--- config.mk ---
export PLATFORM = sky130hd
export DESIGN_NAME = alu_divider
export DESIGN_NICKNAME = d
export VERILOG_FILES = /design/src/rtl/alu_pkg.sv /design/src/rtl/div_step.sv /design/src/rtl/alu_divider.sv
export SDC_FILE = /design/constraint.sdc
export NUM_CORES = 1
export LEC_CHECK = 0
export CAP_MARGIN = 20
export CORE_MARGIN = 2
export CORE_UTILIZATION = 25
export CTS_BUF_LIST = sky130_fd_sc_hd__clkbuf_2
export DETAILED_ROUTE_END_ITERATION = 10
export HOLD_SLACK_MARGIN = 0.03
export SLEW_MARGIN = 0
export SYNTH_ARGS = -nofsm -noshare
export SYNTH_HDL_FRONTEND = slang
export SYNTH_SLANG_ARGS = --single-unit
export TNS_END_PERCENT = 100
--- constraint.sdc ---
create_clock -name clk -period 3.3 [get_ports clk]
set_input_delay 0.66 -clock clk [delete_from_list [all_inputs] [get_ports clk]]
set_output_delay 0.66 -clock clk [all_outputs]
set_load 0.03 [all_outputs]
--- src/rtl/alu_pkg.sv ---
// alu_pkg: shared ALU constants and divider FSM state encodings.
package alu_pkg;
    localparam int ALU_WIDTH = 16;
    localparam int ALU_CNT_W = $clog2(ALU_WIDTH);
    localparam logic [1:0] S_IDLE = 2'd0;
    localparam logic [1:0] S_RUN  = 2'd1;
    localparam logic [1:0] S_DONE = 2'd2;
endpackage

--- src/rtl/div_step.sv ---
// div_step: one combinational restoring-division iteration.
module div_step
    import alu_pkg::*;
#(
    parameter int WIDTH = ALU_WIDTH
) (
    input  logic [WIDTH-1:0] rem_i,
    input  logic             bit_i,
    input  logic [WIDTH-1:0] dvs_i,
    output logic [WIDTH-1:0] rem_o,
    output logic             q_o
);
    // Shifted remainder is WIDTH+1 bits so the trial subtract cannot overflow.
    logic [WIDTH:0] shifted, diff;
    assign shifted = {rem_i, bit_i};
    assign diff    = shifted - {1'b0, dvs_i};
    assign q_o     = shifted >= {1'b0, dvs_i};
    assign rem_o   = q_o ? diff[WIDTH-1:0] : shifted[WIDTH-1:0];
endmodule

--- src/rtl/alu_divider.sv ---
// alu_divider: iterative unsigned restoring divider with start/done handshake,
// resolving one quotient bit per clock.
module alu_divider
    import alu_pkg::*;
#(
    parameter int WIDTH = ALU_WIDTH
) (
    input  logic             clk,
    input  logic             rst_n,
    input  logic             start,
    input  logic [WIDTH-1:0] dividend,
    input  logic [WIDTH-1:0] divisor,
    output logic             busy,
    output logic             done,
    output logic [WIDTH-1:0] quotient,
    output logic [WIDTH-1:0] remainder,
    output logic             div_by_zero
);
    localparam int CW = $clog2(WIDTH);

    logic [1:0]       state_q, state_d;
    logic [CW-1:0]    cnt_q, cnt_d;
    logic [WIDTH-1:0] rem_q, rem_d, dvd_q, dvd_d, dvs_q, dvs_d;
    logic [WIDTH-1:0] quo_q, quo_d, res_q, res_d;
    logic             dbz_q, dbz_d;
    logic [WIDTH-1:0] step_rem;
    logic             step_q;

    div_step #(.WIDTH(WIDTH)) u_step (
        .rem_i (rem_q),
        .bit_i (dvd_q[WIDTH-1]),
        .dvs_i (dvs_q),
        .rem_o (step_rem),
        .q_o   (step_q)
    );

    // Quotient bits shift into the dividend register as its bits shift out.
    always_comb begin
        state_d = state_q;
        cnt_d   = cnt_q;
        rem_d   = rem_q;
        dvd_d   = dvd_q;
        dvs_d   = dvs_q;
        quo_d   = quo_q;
        res_d   = res_q;
        dbz_d   = dbz_q;
        if (state_q == S_RUN) begin
            rem_d = step_rem;
            dvd_d = {dvd_q[WIDTH-2:0], step_q};
            cnt_d = cnt_q - 1'b1;
            if (cnt_q == '0) begin
                state_d = S_DONE;
                quo_d   = dvd_d;
                res_d   = step_rem;
            end
        end else if (start) begin
            dbz_d = divisor == '0;
            if (divisor == '0) begin
                state_d = S_DONE;
                quo_d   = '1;
                res_d   = dividend;
            end else begin
                state_d = S_RUN;
                dvd_d   = dividend;
                dvs_d   = divisor;
                rem_d   = '0;
                cnt_d   = CW'(WIDTH - 1);
            end
        end else begin
            state_d = S_IDLE;
        end
    end

    always_ff @(posedge clk) begin
        if (!rst_n) begin
            state_q <= S_IDLE;
            cnt_q   <= '0;
            rem_q   <= '0;
            dvd_q   <= '0;
            dvs_q   <= '0;
            quo_q   <= '0;
            res_q   <= '0;
            dbz_q   <= 1'b0;
        end else begin
            state_q <= state_d;
            cnt_q   <= cnt_d;
            rem_q   <= rem_d;
            dvd_q   <= dvd_d;
            dvs_q   <= dvs_d;
            quo_q   <= quo_d;
            res_q   <= res_d;
            dbz_q   <= dbz_d;
        end
    end

    assign busy        = state_q == S_RUN;
    assign done        = state_q == S_DONE;
    assign quotient    = quo_q;
    assign remainder   = res_q;
    assign div_by_zero = dbz_q;
endmodule

; ---- After elaboration in Yosys (flattened, before gate mapping)
; Cells that the tools add are included.
; W data, S select, Z words.
[op_classes]
magnitude_cmp = 1
add_sub_neg = 2
reduce_logical = 8
n_eq_ne = 4
bitwise = 2
mux = 22
[op_table]
columns = op, n
row1 = $mux W16, 15
row2 = $ge A17 B16 Y1, 1
row3 = $logic_not A16 Y1, 1
row4 = $sub A16 B16 Y16, 1
row5 = $mux W4, 3
row6 = $mux W2, 4
row7 = $reduce_and A3 Y1, 2
row8 = $logic_not A4 Y1, 1
row9 = $reduce_and A2 Y1, 2
row10 = $reduce_bool A2 Y1, 2
row11 = $sub A4 B1 Y4 const B, 1
row12 = $eq A2 B1 Y1 const B, 1
row13 = $eq A2 B2 Y1 const B, 1
row14 = $ne A2 B1 Y1 const B, 1
row15 = $ne A2 B2 Y1 const B, 1
row16 = $not A1 Y1, 2
[totals]
reg_bits = 87
wordCells = 47

; ---- Longest topological paths before layout
; Gate-level depths: netlist of run 1.
[logic_depth]
word_depth = 4
ltp_mapped = 11
depth_no_buf = 11

; ---- By module
; From an unflattened synthesis of run 1, not the netlist that was laid out.
[hier_totals]
hier_cells = 538
hier_area_um2 = 4799.6
[modules_own_cells]
columns = module, area_each_um2, cells_per_inst, seq_area_each_um2, instances
row1 = alu_divider, 3634.7, 382, 1741.7, 1
row2 = div_step, 1164.9, 156, 0.0, 1

; ---- Worst setup path after synthesis of run 1
; OpenSTA, ideal clock, no wires.
[synth_timing]
kind = flip-flop to flip-flop
start = register dvs_q[12]
end = register rem_q[0]
arrival_ns = 2.238
path_slack_ns = 0.946
setup_time_ns = 0.117
period_less_slack_ns = 2.354
stages_incl_launch_ff = 11
path_buffers = 1
cell_sequence = dfxtp_1 > inv_1 > ha_1 > a21oi_2 > o21ai_2 > a2111oi_4 > a21boi_4 > nand2_2 > buf_6 > mux2i_1 > a22o_1
[synth_via]
elab_chain_len = 3
[synth_rtl]
columns = item, line_no
row1 = from (decl), alu_divider.sv:23  ; logic [WIDTH-1:0] rem_q, rem_d, dvd_q, dvd_d, dvs_q, dvs_d;
row2 = from (signal assigned), alu_divider.sv:89  ; dvs_q <= dvs_d;
row3 = $ge A17 B16 Y1, div_step.sv:17  ; assign q_o = shifted >= {1'b0, dvs_i};
row4 = $mux W16, div_step.sv:18  ; assign rem_o = q_o ? diff[WIDTH-1:0] : shifted[WIDTH-1:0];
row5 = $mux W16, alu_divider.sv:47  ; if (state_q == S_RUN) begin
row6 = to (signal assigned), alu_divider.sv:87  ; rem_q <= rem_d;
row7 = to (decl), alu_divider.sv:23
; No other way between the ends.
; A chain may end at the register's enable or synchronous reset.

; ---- Worst setup path after layout of run 1
[layout_timing]
start = register rem_q[9]
end = register rem_q[4]
[layout_via]
elab_chain_len = 3
[layout_rtl]
columns = item, line_no
row1 = $ge A17 B16 Y1, div_step.sv:17
row2 = $mux W16, div_step.sv:18
row3 = $mux W16, alu_divider.sv:47
; No other way between the ends.

==> out/results.ini, run 1 <==
[placed_design]
portBuffers=69
dp_hpwl_um=9630
dp.cells=810
routabilityCongestion=0.853

[critical_path]
required_ps=3760
worstSetupStartpointType=register
cp-end-kind=register
critPathMaxFanout=13
crit_type=reg -> reg
cp.arrival_ps=3470

[die]
rows=47
initial_core_util_pct=25.7
coreArea_mm2=0.0167
die_x_um=135
die_h_um=135
die_area_mm2=0.0183
pin_count=70

[yosys]
post_synth.cell_area_avg_um2=8.02
synth_common_cells=dfxtp_1 (87), nand2_1 (69), nor2_1 (65)
synth-async-reset-ratio_pct=0
synthCells=536
ys.flop_type=dfxtp_1
syn_nets=589
synth.distinct_cells=55
ys_seq_elements=87
yosysWarningCount=0
synth_edf_count=0
yosysMostFrequentCell=dfxtp_1
mappedNetlistArea_mm2=0.00430
synth_top_cell_area_share_pct=40.5
synth.area.top_cells=dfxtp_1 (41%), nand2_1 (6.0%), nor2_1 (5.7%)
yosysTopAreaCell=dfxtp_1
ys_seq_area_share_pct=40.5

[layout]
drive_gt1_share_pct=7.76
layout.cells.non_filler=826
antenna_cells=0
area_delta_synth_final_pct=25.8
nets=654

[hold_path]
hp-class=reg -> reg

[routing]
via_per_inst=4.90
drt_wl_total_um=12800
routed-via-count=4051
drtAntennaViolNets=0
wl_per_cell_um=15.5
route.detailed.drc=0
first_iter_violations=320
drt-pass1-iter-count=5

[sta]
max_slew_margin_pct=56.5
setup_viol=0
hold_viol=0
worst_pin_slew_ps=635
finalCritPeriodShare_pct=91.4
report.final.slew_viol_count=0
rsz0062_at_grt=false
finalSetupTns_ps=0
fmax_mhz=331
finalCriticalPeriod_ps=3020
finClkSkew_ps=42.7

[status]
status=finished, final reports clean

[global_route]
overflow=0
grt_max_degree=32
grt_util_all_layers_pct=14.1
grt_pass1_wl_um=20100
grt_pass1_vias=3621
antenna_found_initial=0

[clocking]
postCtsSetupRepairBufs=0
cts_resized=0
clk_pin_slew_worst_paths_ps=260
htree_levels=3
cts_buffer_depth=2
clock-sinks=87
clk-insertion-delay-late_ps=600
clockRootBuffer=clkbuf_2
hold_buffers=0
cts_made_buffers=9
cts_tree=yes

[power]
pwr_density_cell_mw_per_mm2=909
total_power_mw=4.91
peakVddDrop_uv=660
p_leak_nw=1.99

[run]
drv_cap=0

[per-layer routing]
layer	vias up	GRT usage (%)	share of wire [%]
met4	0	3.82	1.8
met1	1847	20.4	49
met5	-	0	0
met3	17	3.72	8.3
met2	148	20.5	41
li1	2039	-	-
[cells by family (layout without fill, tap and decap cells)]
logic type / Yosys count / in the layout / share of synthesized area [%]
AND/OR/NAND/NOR: 210 / 210 / 22.0
adder cells (fa/ha/maj): 18 / 18 / 5.42
flip-flops: 87 / 87 / 40.5
XOR/XNOR: 11 / 11 / 2.24
multiplexers: 9 / 9 / 2.10
buffers and inverters: 56 / 126 / 5.39
AO/OA/AOI/OAI: 145 / 145 / 22.3
[critical path, stage by stage (launching register included)]
cell and delay, ps:
dfxtp_1 420, ha_1 400, a21oi_1 240, o21ai_2 140, a2111oi_4 410, a21boi_4 340
nand2_2 300, mux2i_1 460, o21ai_0 170
[cell usage in the layout (no fill, tap or decap), types with 3 or more instances in the layout]
cell type / n
a211oi_1: 10
a21boi_0: 3
a21oi_1: 42
a221oi_1: 3
a311oi_1: 3
a31oi_1: 4
a32oi_1: 4
buf_4: 17
clkbuf_2: 9
clkdlybuf4s50_1: 69
dfxtp_1: 87
ha_1: 17
inv_1: 23
mux2i_1: 9
nand2_1: 69
nand2b_1: 5
nand3_1: 12
nand4_1: 3
nor2_1: 64
nor2b_1: 3
nor3_1: 35
nor4_1: 5
o211ai_1: 4
o21ai_0: 37
o221ai_1: 15
o31ai_1: 3
or3_1: 4
xnor2_1: 8
xor2_1: 3
[layout make-up]
class / instances / area, µm²
sequential: 87 / 1740
fill: 1799 / 11300
multi-input combinational: 393 / 2330
clock buffer: 9 / 45.0
timing repair buffer: 86 / 818
clock inverter: 7 / 101
tap: 220 / 275
inverter: 24 / 90.1
[path summary, 6_finish.rpt]
path / endpoint / startpoint / slack (ps) / cells after the start
worst min-delay path: dvs_q[10]$_SDFFE_PN0P_ / dvs_q[10]$_SDFFE_PN0P_ / 470 / 2
worst min register to register: dvs_q[10]$_SDFFE_PN0P_ / dvs_q[10]$_SDFFE_PN0P_ / 470 / 2
worst max register to register: rem_q[4]$_SDFFE_PN0P_ / rem_q[9]$_SDFFE_PN0P_ / 280 / 8
worst max-delay path: rem_q[4]$_SDFFE_PN0P_ / rem_q[9]$_SDFFE_PN0P_ / 280 / 8
[state kept, by name (all words and copies together) (netlist names)]
signal	flops
dvs_q	16
dvd_q	16
quotient	16
state_q	2
rem_q	16
cnt_q	4
remainder	16
div_by_zero	1
[per-stage QoR]
stage,cell area [µm²],hold WS [ps],utilization (%),worst slack (ps)
2_1_floorplan,4300,436,-,946
3_3_place_gp,5260,444,31.5,367
3_5_place_dp,5260,450,31.5,347
4_1_cts,5400,476,32.4,320
5_1_grt,5400,493,32.4,148
6_report,5400,472,32.4,283
[where the power goes]
part | switching, mW | internal [mW]
Combinational | 1.76 | 1.14
Sequential | 0.144 | 1.20
Clock | 0.409 | 0.261
(Power assumes the default switching activity.)
==> run 2, diff against run 1 <==
CAP_MARGIN = 15   (was 20)
==> results of run 2 <==
Final layout, timing and power as in run 1 (identical DEF).
